### src/rtl/hazard_ctrl_multi.sv
//-----------------------------------------------------------------------------
// hazard_ctrl_multi
//
// N-lane hazard controller for the superscalar 5-stage pipeline. It sits
// beside the pipeline registers and produces every stall, flush, squash and
// forwarding select. It also keeps a one-entry scoreboard for a single
// outstanding fixed-latency long op (mul/div).
//
// Parameters
//   LANES     issue width; lane 0 is the oldest instruction in a bundle
//   LONG_LAT  long-op latency in cycles, legal range 2..15
//   LW        source-lane field width, derived from LANES (not overridable)
//
// Ports
//   clk, rst_n                        clock, synchronous active-low reset
//   rs1_d, rs2_d, rd_d                D-stage sources/destination, lane i at [5i+:5]
//   rs1_e, rs2_e, rd_e                E-stage sources/destination
//   rd_m, rd_w                        M/W-stage destinations
//   regwrite_e/_m/_w                  per-lane write enables
//   is_load_e, long_e, br_taken_e     per-lane E-stage instruction class
//   mem_wait                          data memory not ready
//   fwd_a_e, fwd_b_e                  per lane {src_lane[LW-1:0], stage[1:0]}
//                                     stage: 00 RF, 10 M, 01 W
//   stall_f/_d/_e/_m                  hold the stage register
//   flush_d/_e/_w                     bubble into the stage register
//   squash_e                          kill E lanes younger than the taken branch
//   br_lane                           index of the oldest taken branch lane
//   long_done, long_rd                long result valid / its destination
//   perf_stall_cyc, perf_flush_cnt    only when HAZ_PERF_EN is defined
//
// Configuration
//   HAZ_PERF_EN  adds two free-running 32-bit performance counters.
//-----------------------------------------------------------------------------
module hazard_ctrl_multi #(
    parameter int  LANES    = 2,
    parameter int  LONG_LAT = 4,
    localparam int LW       = (LANES > 1) ? $clog2(LANES) : 1
) (
    input  logic                      clk,
    input  logic                      rst_n,
    input  logic [LANES*5-1:0]        rs1_d,
    input  logic [LANES*5-1:0]        rs2_d,
    input  logic [LANES*5-1:0]        rd_d,
    input  logic [LANES*5-1:0]        rs1_e,
    input  logic [LANES*5-1:0]        rs2_e,
    input  logic [LANES*5-1:0]        rd_e,
    input  logic [LANES*5-1:0]        rd_m,
    input  logic [LANES*5-1:0]        rd_w,
    input  logic [LANES-1:0]          regwrite_e,
    input  logic [LANES-1:0]          regwrite_m,
    input  logic [LANES-1:0]          regwrite_w,
    input  logic [LANES-1:0]          is_load_e,
    input  logic [LANES-1:0]          long_e,
    input  logic [LANES-1:0]          br_taken_e,
    input  logic                      mem_wait,
    output logic [LANES*(2+LW)-1:0]   fwd_a_e,
    output logic [LANES*(2+LW)-1:0]   fwd_b_e,
    output logic                      stall_f,
    output logic                      stall_d,
    output logic                      stall_e,
    output logic                      stall_m,
    output logic                      flush_d,
    output logic                      flush_e,
    output logic                      flush_w,
    output logic [LANES-1:0]          squash_e,
    output logic [LW-1:0]             br_lane,
    output logic                      long_done,
    output logic [4:0]                long_rd
`ifdef HAZ_PERF_EN
    ,
    output logic [31:0]               perf_stall_cyc,
    output logic [31:0]               perf_flush_cnt
`endif
);

    localparam int         FW     = 2 + LW;
    localparam logic [1:0] SEL_RF = 2'b00;
    localparam logic [1:0] SEL_M  = 2'b10;
    localparam logic [1:0] SEL_W  = 2'b01;

    //-------------------------------------------------------------------------
    // Scoreboard state for the single outstanding long op
    //-------------------------------------------------------------------------
    logic       busy_v;
    logic [4:0] busy_rd;
    logic [3:0] cnt;

    //-------------------------------------------------------------------------
    // Forwarding select for one operand.
    // Both scans run lane 0 upwards so the youngest matching lane is the last
    // assignment; the M scan runs after the W scan so any M hit overrides.
    //-------------------------------------------------------------------------
    function automatic logic [FW-1:0] fwd_sel(
        input logic [4:0]         rs,
        input logic [LANES*5-1:0] rd_mv,
        input logic [LANES-1:0]   we_m,
        input logic [LANES*5-1:0] rd_wv,
        input logic [LANES-1:0]   we_w
    );
        logic [FW-1:0] sel;
        sel = {{LW{1'b0}}, SEL_RF};
        if (rs != 5'd0) begin
            for (int i = 0; i < LANES; i++) begin
                if (we_w[i] && (rd_wv[5*i +: 5] == rs))
                    sel = {LW'(i), SEL_W};
            end
            for (int i = 0; i < LANES; i++) begin
                if (we_m[i] && (rd_mv[5*i +: 5] == rs))
                    sel = {LW'(i), SEL_M};
            end
        end
        return sel;
    endfunction

    logic [LANES*FW-1:0] fwd_a_raw;
    logic [LANES*FW-1:0] fwd_b_raw;

    // NOTE: every variable assigned in an always_comb gets a default at the
    // top of the block, so no path can leave it unassigned and infer a latch.
    always_comb begin
        fwd_a_raw = '0;
        fwd_b_raw = '0;
        for (int j = 0; j < LANES; j++) begin
            fwd_a_raw[FW*j +: FW] = fwd_sel(rs1_e[5*j +: 5], rd_m, regwrite_m, rd_w, regwrite_w);
            fwd_b_raw[FW*j +: FW] = fwd_sel(rs2_e[5*j +: 5], rd_m, regwrite_m, rd_w, regwrite_w);
        end
    end

    //-------------------------------------------------------------------------
    // Branch resolution: oldest taken lane and the younger-lane kill mask
    //-------------------------------------------------------------------------
    logic             any_br;
    logic [LW-1:0]    br_idx;
    logic [LANES-1:0] squash_mask;

    always_comb begin
        logic seen;
        any_br      = |br_taken_e;
        br_idx      = '0;
        squash_mask = '0;
        seen        = 1'b0;
        // Downward scan: the last hit is the lowest (oldest) taken lane.
        for (int i = LANES - 1; i >= 0; i--) begin
            if (br_taken_e[i])
                br_idx = LW'(i);
        end
        // Upward scan: every lane after the first taken one is younger.
        for (int i = 0; i < LANES; i++) begin
            if (seen)
                squash_mask[i] = 1'b1;
            if (br_taken_e[i])
                seen = 1'b1;
        end
    end

    //-------------------------------------------------------------------------
    // Stall sources
    //-------------------------------------------------------------------------
    logic struct_hz;   // second long op while the unit is still busy
    logic sb_hz;       // D instruction touches the pending long-op register
    logic lu_hz;       // D consumer of a load currently in E

    always_comb begin
        struct_hz = (|long_e) && busy_v && (cnt > 4'd1);
        sb_hz     = 1'b0;
        lu_hz     = 1'b0;
        for (int j = 0; j < LANES; j++) begin
            if (busy_v && (busy_rd != 5'd0) &&
                ((rs1_d[5*j +: 5] == busy_rd) ||
                 (rs2_d[5*j +: 5] == busy_rd) ||
                 (rd_d[5*j +: 5]  == busy_rd)))
                sb_hz = 1'b1;
            for (int i = 0; i < LANES; i++) begin
                if (is_load_e[i] && (rd_e[5*i +: 5] != 5'd0) &&
                    ((rs1_d[5*j +: 5] == rd_e[5*i +: 5]) ||
                     (rs2_d[5*j +: 5] == rd_e[5*i +: 5])))
                    lu_hz = 1'b1;
            end
        end
    end

    // Priority decode: memory wait, then taken branch, then ordinary stalls.
    logic p1_act;
    logic p2_act;
    logic p3_act;
    logic struct_stall;

    assign p1_act       = mem_wait;
    assign p2_act       = !mem_wait && any_br;
    assign p3_act       = !mem_wait && !any_br && (struct_hz || sb_hz || lu_hz);
    assign struct_stall = p3_act && struct_hz;

    //-------------------------------------------------------------------------
    // Scoreboard load candidate: oldest surviving long op that writes a reg
    //-------------------------------------------------------------------------
    logic       load_hit;
    logic [4:0] load_rd;
    logic       load_en;

    always_comb begin
        load_hit = 1'b0;
        load_rd  = '0;
        for (int i = LANES - 1; i >= 0; i--) begin
            if (long_e[i] && regwrite_e[i] && (rd_e[5*i +: 5] != 5'd0) && !squash_mask[i]) begin
                load_hit = 1'b1;
                load_rd  = rd_e[5*i +: 5];
            end
        end
    end

    assign load_en = load_hit && !p1_act && !struct_stall;

    // NOTE: state registers use non-blocking assignments so every flop samples
    // the pre-edge values, independent of statement order.
    always_ff @(posedge clk) begin
        if (!rst_n) begin
            busy_v  <= 1'b0;
            busy_rd <= 5'd0;
            cnt     <= 4'd0;
        end else if (!p1_act) begin
            if (load_en) begin
                // A load at the completion edge replaces the finishing op.
                busy_v  <= 1'b1;
                busy_rd <= load_rd;
                cnt     <= 4'(LONG_LAT);
            end else begin
                if (cnt != 4'd0)
                    cnt <= cnt - 4'd1;
                if (busy_v && (cnt == 4'd1))
                    busy_v <= 1'b0;
            end
        end
    end

    //-------------------------------------------------------------------------
    // Output drive; reset overrides everything with a flushed, idle pipeline
    //-------------------------------------------------------------------------
    always_comb begin
        stall_f  = 1'b0;
        stall_d  = 1'b0;
        stall_e  = 1'b0;
        stall_m  = 1'b0;
        flush_d  = 1'b0;
        flush_e  = 1'b0;
        flush_w  = 1'b0;
        squash_e = '0;
        if (!rst_n) begin
            flush_d = 1'b1;
            flush_e = 1'b1;
        end else if (p1_act) begin
            // Whole pipe frozen; W gets a bubble so the stalled M result is
            // not written twice.
            stall_f = 1'b1;
            stall_d = 1'b1;
            stall_e = 1'b1;
            stall_m = 1'b1;
            flush_w = 1'b1;
        end else if (p2_act) begin
            flush_d  = 1'b1;
            flush_e  = 1'b1;
            squash_e = squash_mask;
        end else if (p3_act) begin
            stall_f = 1'b1;
            stall_d = 1'b1;
            // A structural stall keeps the waiting long op in E rather than
            // dropping it.
            if (struct_hz)
                stall_e = 1'b1;
            else
                flush_e = 1'b1;
        end
    end

    assign fwd_a_e   = rst_n ? fwd_a_raw : '0;
    assign fwd_b_e   = rst_n ? fwd_b_raw : '0;
    assign br_lane   = rst_n ? br_idx : '0;
    assign long_done = rst_n && busy_v && (cnt == 4'd1);
    assign long_rd   = long_done ? busy_rd : 5'd0;

    //-------------------------------------------------------------------------
    // Optional performance counters
    //-------------------------------------------------------------------------
`ifdef HAZ_PERF_EN
    always_ff @(posedge clk) begin
        if (!rst_n) begin
            perf_stall_cyc <= 32'd0;
            perf_flush_cnt <= 32'd0;
        end else begin
            if (p1_act || p3_act)
                perf_stall_cyc <= perf_stall_cyc + 32'd1;
            if (p2_act)
                perf_flush_cnt <= perf_flush_cnt + 32'd1;
        end
    end
`else
    // No performance counters in this build.
`endif

endmodule

### config.mk
export PLATFORM = sky130hd
export DESIGN_NAME = hazard_ctrl_multi
export DESIGN_NICKNAME = d
export VERILOG_FILES = /design/src/rtl/hazard_ctrl_multi.sv
export SDC_FILE = /design/constraint.sdc
export NUM_CORES = 1
export LEC_CHECK = 0
export CAP_MARGIN = 20
export CORE_MARGIN = 1.5
export CORE_UTILIZATION = 44
export CTS_BUF_LIST = sky130_fd_sc_hd__clkbuf_4
export DETAILED_ROUTE_END_ITERATION = 7
export HOLD_SLACK_MARGIN = 0.08
export PLACE_DENSITY = 0.9
export SYNTH_ARGS = -nofsm -noshare
export SYNTH_HDL_FRONTEND = slang
export SYNTH_SLANG_ARGS = --single-unit
### constraint.sdc
create_clock -name clk -period 4.41 [get_ports clk]
set_input_delay 1.323 -clock clk [delete_from_list [all_inputs] [get_ports clk]]
set_output_delay 1.323 -clock clk [all_outputs]
set_load 0.005 [all_outputs]
==> results of run 1 <==
==> worst min-delay path by stage <==
stage	from	endpoint	cells after the start
after floorplan	cnt[3]$_SDFFE_PN0P_	cnt[3]$_SDFFE_PN0P_	2
after global placement	cnt[3]$_SDFFE_PN0P_	cnt[3]$_SDFFE_PN0P_	2
after detailed placement	cnt[1]$_SDFFE_PN0P_	cnt[1]$_SDFFE_PN0P_	2
after CTS	cnt[1]$_SDFFE_PN0P_	cnt[1]$_SDFFE_PN0P_	2
after global routing	cnt[1]$_SDFFE_PN0P_	cnt[1]$_SDFFE_PN0P_	2
final	cnt[1]$_SDFFE_PN0P_	cnt[1]$_SDFFE_PN0P_	2
==> layer usage <==
layer	global-route usage	wire [um]
met1	0.362	4330
met3	0.0429	952
met5	0	0
met4	0.166	626
met2	0.588	5760
==> worst min-delay path, stage by stage, from the launching register on <==
cell      delay (ps)
dfxtp_1          320
nor2_1           130
a211oi_2          40
==> area by class of cell <==
cell class | count | area share
antenna | 1 | 0.000544
multi-input combinational | 319 | 0.544
tap | 75 | 0.0204
sequential | 10 | 0.0435
inverter | 7 | 0.00571
timing repair buffer | 200 | 0.381
clock buffer | 3 | 0.00490
==> metrics by stage <==
step | util | cell area [um^2]
after detailed placement | 0.731 | 4380
after floorplan | - | 2760
after CTS | 0.744 | 4460
after global routing | 0.767 | 4600
after global placement | 0.731 | 4380
final | 0.768 | 4600
==> registers in the layout, summed over array words and instances (netlist names) <==
name,flops
busy_rd,5
cnt,4
busy_v,1
==> timing repair <==
item                                    in CTS  in global routing
resized for setup                           93                 53
gates cloned                                 0                  0
setup buffers                                9                  2
endpoints found under the setup margin      15                 13
pin swaps                                   28                 19
endpoints found under the hold margin        0                  0
==> where the power goes <==
group	switching (mW)	leakage (nW)	internal [mW]	total, mW
clock network	0.0294	0.0138	0.0314	0.0608
registers	0.0247	0.0821	0.108	0.133
logic	0.242	2.00	0.249	0.491
total	0.296	2.10	0.388	0.685
==> kinds of logic after synthesis <==
| logic type | Yosys count | synth area share |
|---|---|---|
| buf+inv | 51 | 0.0831 |
| other cells | 1 | 0.00136 |
| xor+xnor | 152 | 0.483 |
| simple gates | 125 | 0.249 |
| compound gates | 39 | 0.102 |
| fa+ha+maj | 2 | 0.00908 |
| flops | 10 | 0.0726 |
==> synth_stat cells <==
master    count  area, um^2
o21ai_4       1        16.3
or3_1         1        6.26
or4_1         6        45.0
and2_1        7        43.8
inv_1         6        22.5
a32oi_1       1        8.76
o22ai_1       2        12.5
nor4_1       23         144
a21oi_1       7        35.0
a221oi_2      1        15.0
conb_1        1        3.75
o21ai_0       4        20.0
o211ai_1      1        7.51
and3_1       12        75.1
buf_1         2        7.51
o211a_1       5        50.1
buf_2         9        45.0
ha_1          2        25.0
nor3_1       12        60.1
nand2_1      15        56.3
a31oi_1       5        31.3
o21bai_1      1        7.51
xor2_1       84         736
o22a_1        1        8.76
xnor2_1      68         596
nand2b_4      1        13.8
o21a_1        4        30.0
nand3_1      20         100
nand3_2       2        20.0
inv_2         1        3.75
or2_1         2        12.5
dfxtp_1      10         200
buf_4         3        22.5
and3b_1       2        17.5
or4_4         1        11.3
o21ai_1       5        25.0
nor2b_1       1        6.26
clkbuf_1     28         105
a211oi_2      1        12.5
nor2_1       20        75.1
buf_6         2        22.5
==> impl_results.md, run 1 <==
* Status: completed
* Maxcap violations at 0
* Die Ht at 82.2 um
* Latest clock arrival within the worst-skew pair at 260 ps
* Final Hold Viols at 0
* Syn Nets at 477
* CTS tree: built
* Worst-path clk slew at 70 ps
* CTS Hold Bufs at 0
* CP startpoint kind: primary input
* Worst hold slack at 534 ps
* Dpl hpwl at 8680 um
* Gr ovfl total at 0
* CP startpoint: rd_d[6]
* Register Area at 200 um^2
* Reg2reg start: cnt[0]$_SDFFE_PN0P_
* Final period util at 0.999
* Clock Tree Root: clkbuf_4
* Initial antenna violation count at 0
* Syn Area/Cell at 7.25 um^2
* Register area share after synthesis at 0.0726
* Worst vdd ir at 0.110 mV
* Fillers at 391
* Router iterations before antenna repair at 4
* Total wire length at 11,700 um
* Layout cells sized above 1 at 0.247
* Setup Skew at 8.85 ps
* Largest net degree at the start of global routing at 19
* First-pass GRT wire length at 16,700 um
* Post-Syn Area at 0.00276 mm^2
* Vias in the first global route at 3,502
* Vias per inst at 5.73
* Commonest non-fill, non-tap cell in the layout: xor2_1
* Static Leakage at 2.10 nW
* R2r endpoint: cnt[3]$_SDFFE_PN0P_
* Least-Margin Pin Slew at 1020 ps
* Final-report setup violation count at 0
* Crit Path Class: primary input to output port
* Yosys cell types at 41
* CP required at 3090 ps
* Fmax at 227 MHz
* Full die area at 0.00675 mm^2
* Crit path max-delay family: buffers and inverters
* DR iter-0 viols at 209
* Clock buffer count from CTS at 3
* #FFs+latches synth at 10
* Initial Util at 0.460
* IO Pins at 123
* Buf/Inv on CP at 2
* Die Wd at 82.2 um
* RePlAce Congestion at 1.00
* Slew headroom at 0.320
* Most frequent cells in the layout: xor2_1, buf_4, xnor2_1
* Post-Syn Instances at 380
* Hold Crit Class: flip-flop to flip-flop
* Dpl cells at 600
* Cell count of the worst reg-to-reg path at 9
* Slowest-stage cell, CP: clkdlybuf4s50_1
* CORE AREA at 0.00599 mm^2
* Overall Power at 685 uW
* Ys Warns at 0
* H-tree lvl count at 1
* Final #Nets at 638
* Worst Setup End Kind: output port
* Min Tclk post-route at 4400 ps
* Tot GR Track Use at 0.322
* Residual DRC count at 0
* Multi-input logic area at 0.00250 mm^2
* WP depth at 8
* Slack of the worst reg-to-reg path at 2130 ps
* Final Non-Filler Cells at 615
* Crit path to: flush_e
* Unrepaired setup endpoints after global routing: true
* Slowest stage delay, CP at 490 ps
* Routed len/inst at 19.0 um
* Post-route ant nets at 0
* CP max FO at 2
* Port Buffers at 121
* Clk sinks at 10
* Power Density at 149 mW/mm^2
* Final Worst Setup Slack at 6.57 ps
* TNS Setup at 0 ps
* Longest Clk Path Bufs at 2
* Routed vias at 3,522
* CP arrival at 3080 ps
* Synth-to-layout area growth at 66.9%
* Post-place setup slack at -658 ps
* FP Rows at 28
* Max-slew violations at 0
* Worst-path cell chain: clkdlybuf4s50_1, xnor2_1, nand2_1, o22ai_1, nor4_2, or3_1, o211ai_1, buf_2
(Power assumes the default switching activity.)
==> run 2: changes to the inputs <==
--- a/config.mk
+++ b/config.mk
@@ -5,7 +5,6 @@
 export SDC_FILE = /design/constraint.sdc
 export NUM_CORES = 1
 export LEC_CHECK = 0
-export CAP_MARGIN = 20
 export CORE_MARGIN = 1.5
 export CORE_UTILIZATION = 44
 export CTS_BUF_LIST = sky130_fd_sc_hd__clkbuf_4
==> results of run 2 <==
No change in the layout: final DEF, timing and power equal those of run 1.
==> run 3: changes to the inputs <==
--- a/config.mk
+++ b/config.mk
@@ -6,11 +6,11 @@
 export NUM_CORES = 1
 export LEC_CHECK = 0
 export CORE_MARGIN = 1.5
-export CORE_UTILIZATION = 44
+export CORE_UTILIZATION = 41
 export CTS_BUF_LIST = sky130_fd_sc_hd__clkbuf_4
 export DETAILED_ROUTE_END_ITERATION = 7
 export HOLD_SLACK_MARGIN = 0.08
-export PLACE_DENSITY = 0.9
+export PLACE_DENSITY = 0.85
 export SYNTH_ARGS = -nofsm -noshare
 export SYNTH_HDL_FRONTEND = slang
 export SYNTH_SLANG_ARGS = --single-unit
==> run 3 against run 2 <==
Net effect:
- the run now ends with DRC, setup timing left
- flip-flop and latch count unchanged
- non-clock buffer count is 18 lower
- critical path depth increased by 1
- combinational power down 6.1%
- clock power grew 2%
- cell area is 6.3% lower
- routed wire length is 7.3% lower
- sequential power hardly changed
- sequential share of layout area up 0.29 points
- fmax shrank 1.1%
- worst setup slack worse by 48 ps
- first-iteration DRC count down 15%
- critical path type unchanged
- largest cell class unchanged
==> impl_results.md, run 3 (synthesis gave the netlist of run 1 again) <==
* Unrepaired setup endpoints after global routing: true
* CP startpoint kind: primary input
* Fin util at 0.671
* Fillers at 575
* Min Tclk post-route at 4450 ps
* Vias per inst at 5.50
* Most frequent cells in the layout: xor2_1, xnor2_1, buf_4
* Maxcap violations at 0
* Total wire length at 10,800 um
* Clk sinks at 10
* Worst-path clk slew at 60 ps
* Largest register FFs at 5
* Die Wd at 85.0 um
* Routed len/inst at 18.1 um
* H-tree lvl count at 1
* Overall Power at 658 uW
* Antenna Diode Count at 0
* CP required at 3090 ps
* Synth-to-layout area growth at 56.4%
* Biggest regs: busy_rd x5, cnt x4, busy_v x1
* CTS tree: built
* Tot GR Track Use at 0.293
* Longest Clk Path Bufs at 2
* Latest clock arrival within the worst-skew pair at 260 ps
* DR iter-0 viols at 178
* Dpl hpwl at 8590 um
* Clock Tree Root: clkbuf_4
* Initial Util at 0.429
* Fmax at 225 MHz
* Layout cells sized above 1 at 0.230
* Status: complete, but fails checks
* Hold Crit Class: flip-flop to flip-flop
* IO Pins at 123
* First-pass GRT wire length at 16,900 um
* Final Hold Viols at 0
* Crit Path Class: primary input to output port
* Clock buffer count from CTS at 3
* Router iterations before antenna repair at 8
* Post-route ant nets at 0
* Largest net degree at the start of global routing at 19
* Residual DRC count at 12
* CP arrival at 3130 ps
* Final Worst Setup Slack at -41.2 ps
* CORE AREA at 0.00642 mm^2
* Gr ovfl total at 0
* Final #Nets at 620
* Port Buffers at 121
* Commonest non-fill, non-tap cell in the layout: xor2_1
* Initial antenna violation count at 0
* Power Density at 153 mW/mm^2
* FP Rows at 29
* Slew headroom at 0.237
* Final-report setup violation count at 1
* Routed vias at 3,290
* Die Ht at 85.0 um
* Full die area at 0.00722 mm^2
* Worst hold slack at 549 ps
* CP max FO at 3
* RePlAce Congestion at 0.993
* Final period util at 1.01
* Least-Margin Pin Slew at 1140 ps
* Vias in the first global route at 3,412
* TNS Setup at -41.2 ps
* Max-slew violations at 0
* CTS Hold Bufs at 0
* Violated checks: DRC, setup timing
* Setup Skew at 1.50 ps
* Static Leakage at 1.91 nW
* Register Area at 200 um^2
* Worst vdd ir at 0.155 mV
* Worst Setup End Kind: output port
* Multi-input logic area at 0.00243 mm^2
* Most flops, register: busy_rd
* Post-place setup slack at -521 ps
run 3: changes by cell type in the layout (fill, tap and decap cells not counted), moves of 2 or more:
cell | before | now
nor4_2 | 11 | 3
buf_6 | 4 | 2
buf_4 | 74 | 58
xnor2_2 | 2 | 0
buf_2 | 4 | 2
nor4_1 | 11 | 19
nor3_1 | 5 | 9
nor3_2 | 7 | 3
dlymetal6s2s_1 | 16 | 5
xnor2_1 | 66 | 68
clkdlybuf4s15_2 | 2 | 6
clkbuf_2 | 8 | 23
dlygate4sd2_1 | 49 | 42
run 3: power breakdown:
group | internal (mW) | switching [mW]
registers | 0.108 | 0.0272
clock network | 0.0315 | 0.0304
logic | 0.234 | 0.227
run 3: layer usage:
| metal | part of all wire | GRT usage | up-vias |
|---|---|---|---|
| met5 | 0 | 0 | - |
| met4 | 0.043 | 0.109 | 0 |
| met3 | 0.082 | 0.0554 | 40 |
| met2 | 0.50 | 0.534 | 165 |
| met1 | 0.38 | 0.338 | 1538 |
| li1 | - | - | 1547 |
run 3: final timing paths:
path / from / end / slack (ps) / depth (start not counted)
setup / recovery: rs1_d[1] / stall_d / -40 / 9
hold / removal: cnt[1]$_SDFFE_PN0P_ / cnt[1]$_SDFFE_PN0P_ / 550 / 2
setup reg to reg: cnt[0]$_SDFFE_PN0P_ / cnt[3]$_SDFFE_PN0P_ / 1980 / 8
hold reg to reg: cnt[1]$_SDFFE_PN0P_ / cnt[1]$_SDFFE_PN0P_ / 550 / 2
run 3: cell type report:
class | instances | share of cell area
Sequential cell | 10 | 0.0464
Timing Repair Buffer | 182 | 0.355
Tap cell | 77 | 0.0223
Clock buffer | 3 | 0.00522
Multi-Input combinational cell | 319 | 0.565
Inverter | 7 | 0.00609
run 3: per-stage QoR:
stage / cell area [um^2] / std cells
global placement: 4280 / 588
finish: 4310 / 598
floorplan: 2760 / 380
detailed placement: 4280 / 588
global route: 4310 / 598
CTS: 4290 / 595
run 3: worst max-delay path, cell delays in order:
cell and delay [ps]:
dlygate4sd2_1 290, buf_4 140, xor2_1 220, nor3_2 80
nor4_1 340, o22a_1 250, a31oi_4 100, buf_4 140
dlygate4sd2_1 250
run 3: repair_timing:
action | 4_1_cts | 5_1_grt
gates resized for setup | 102 | 66
setup endpoints to repair | 15 | 11
buffers inserted | 4 | 3
pin swaps | 21 | 24
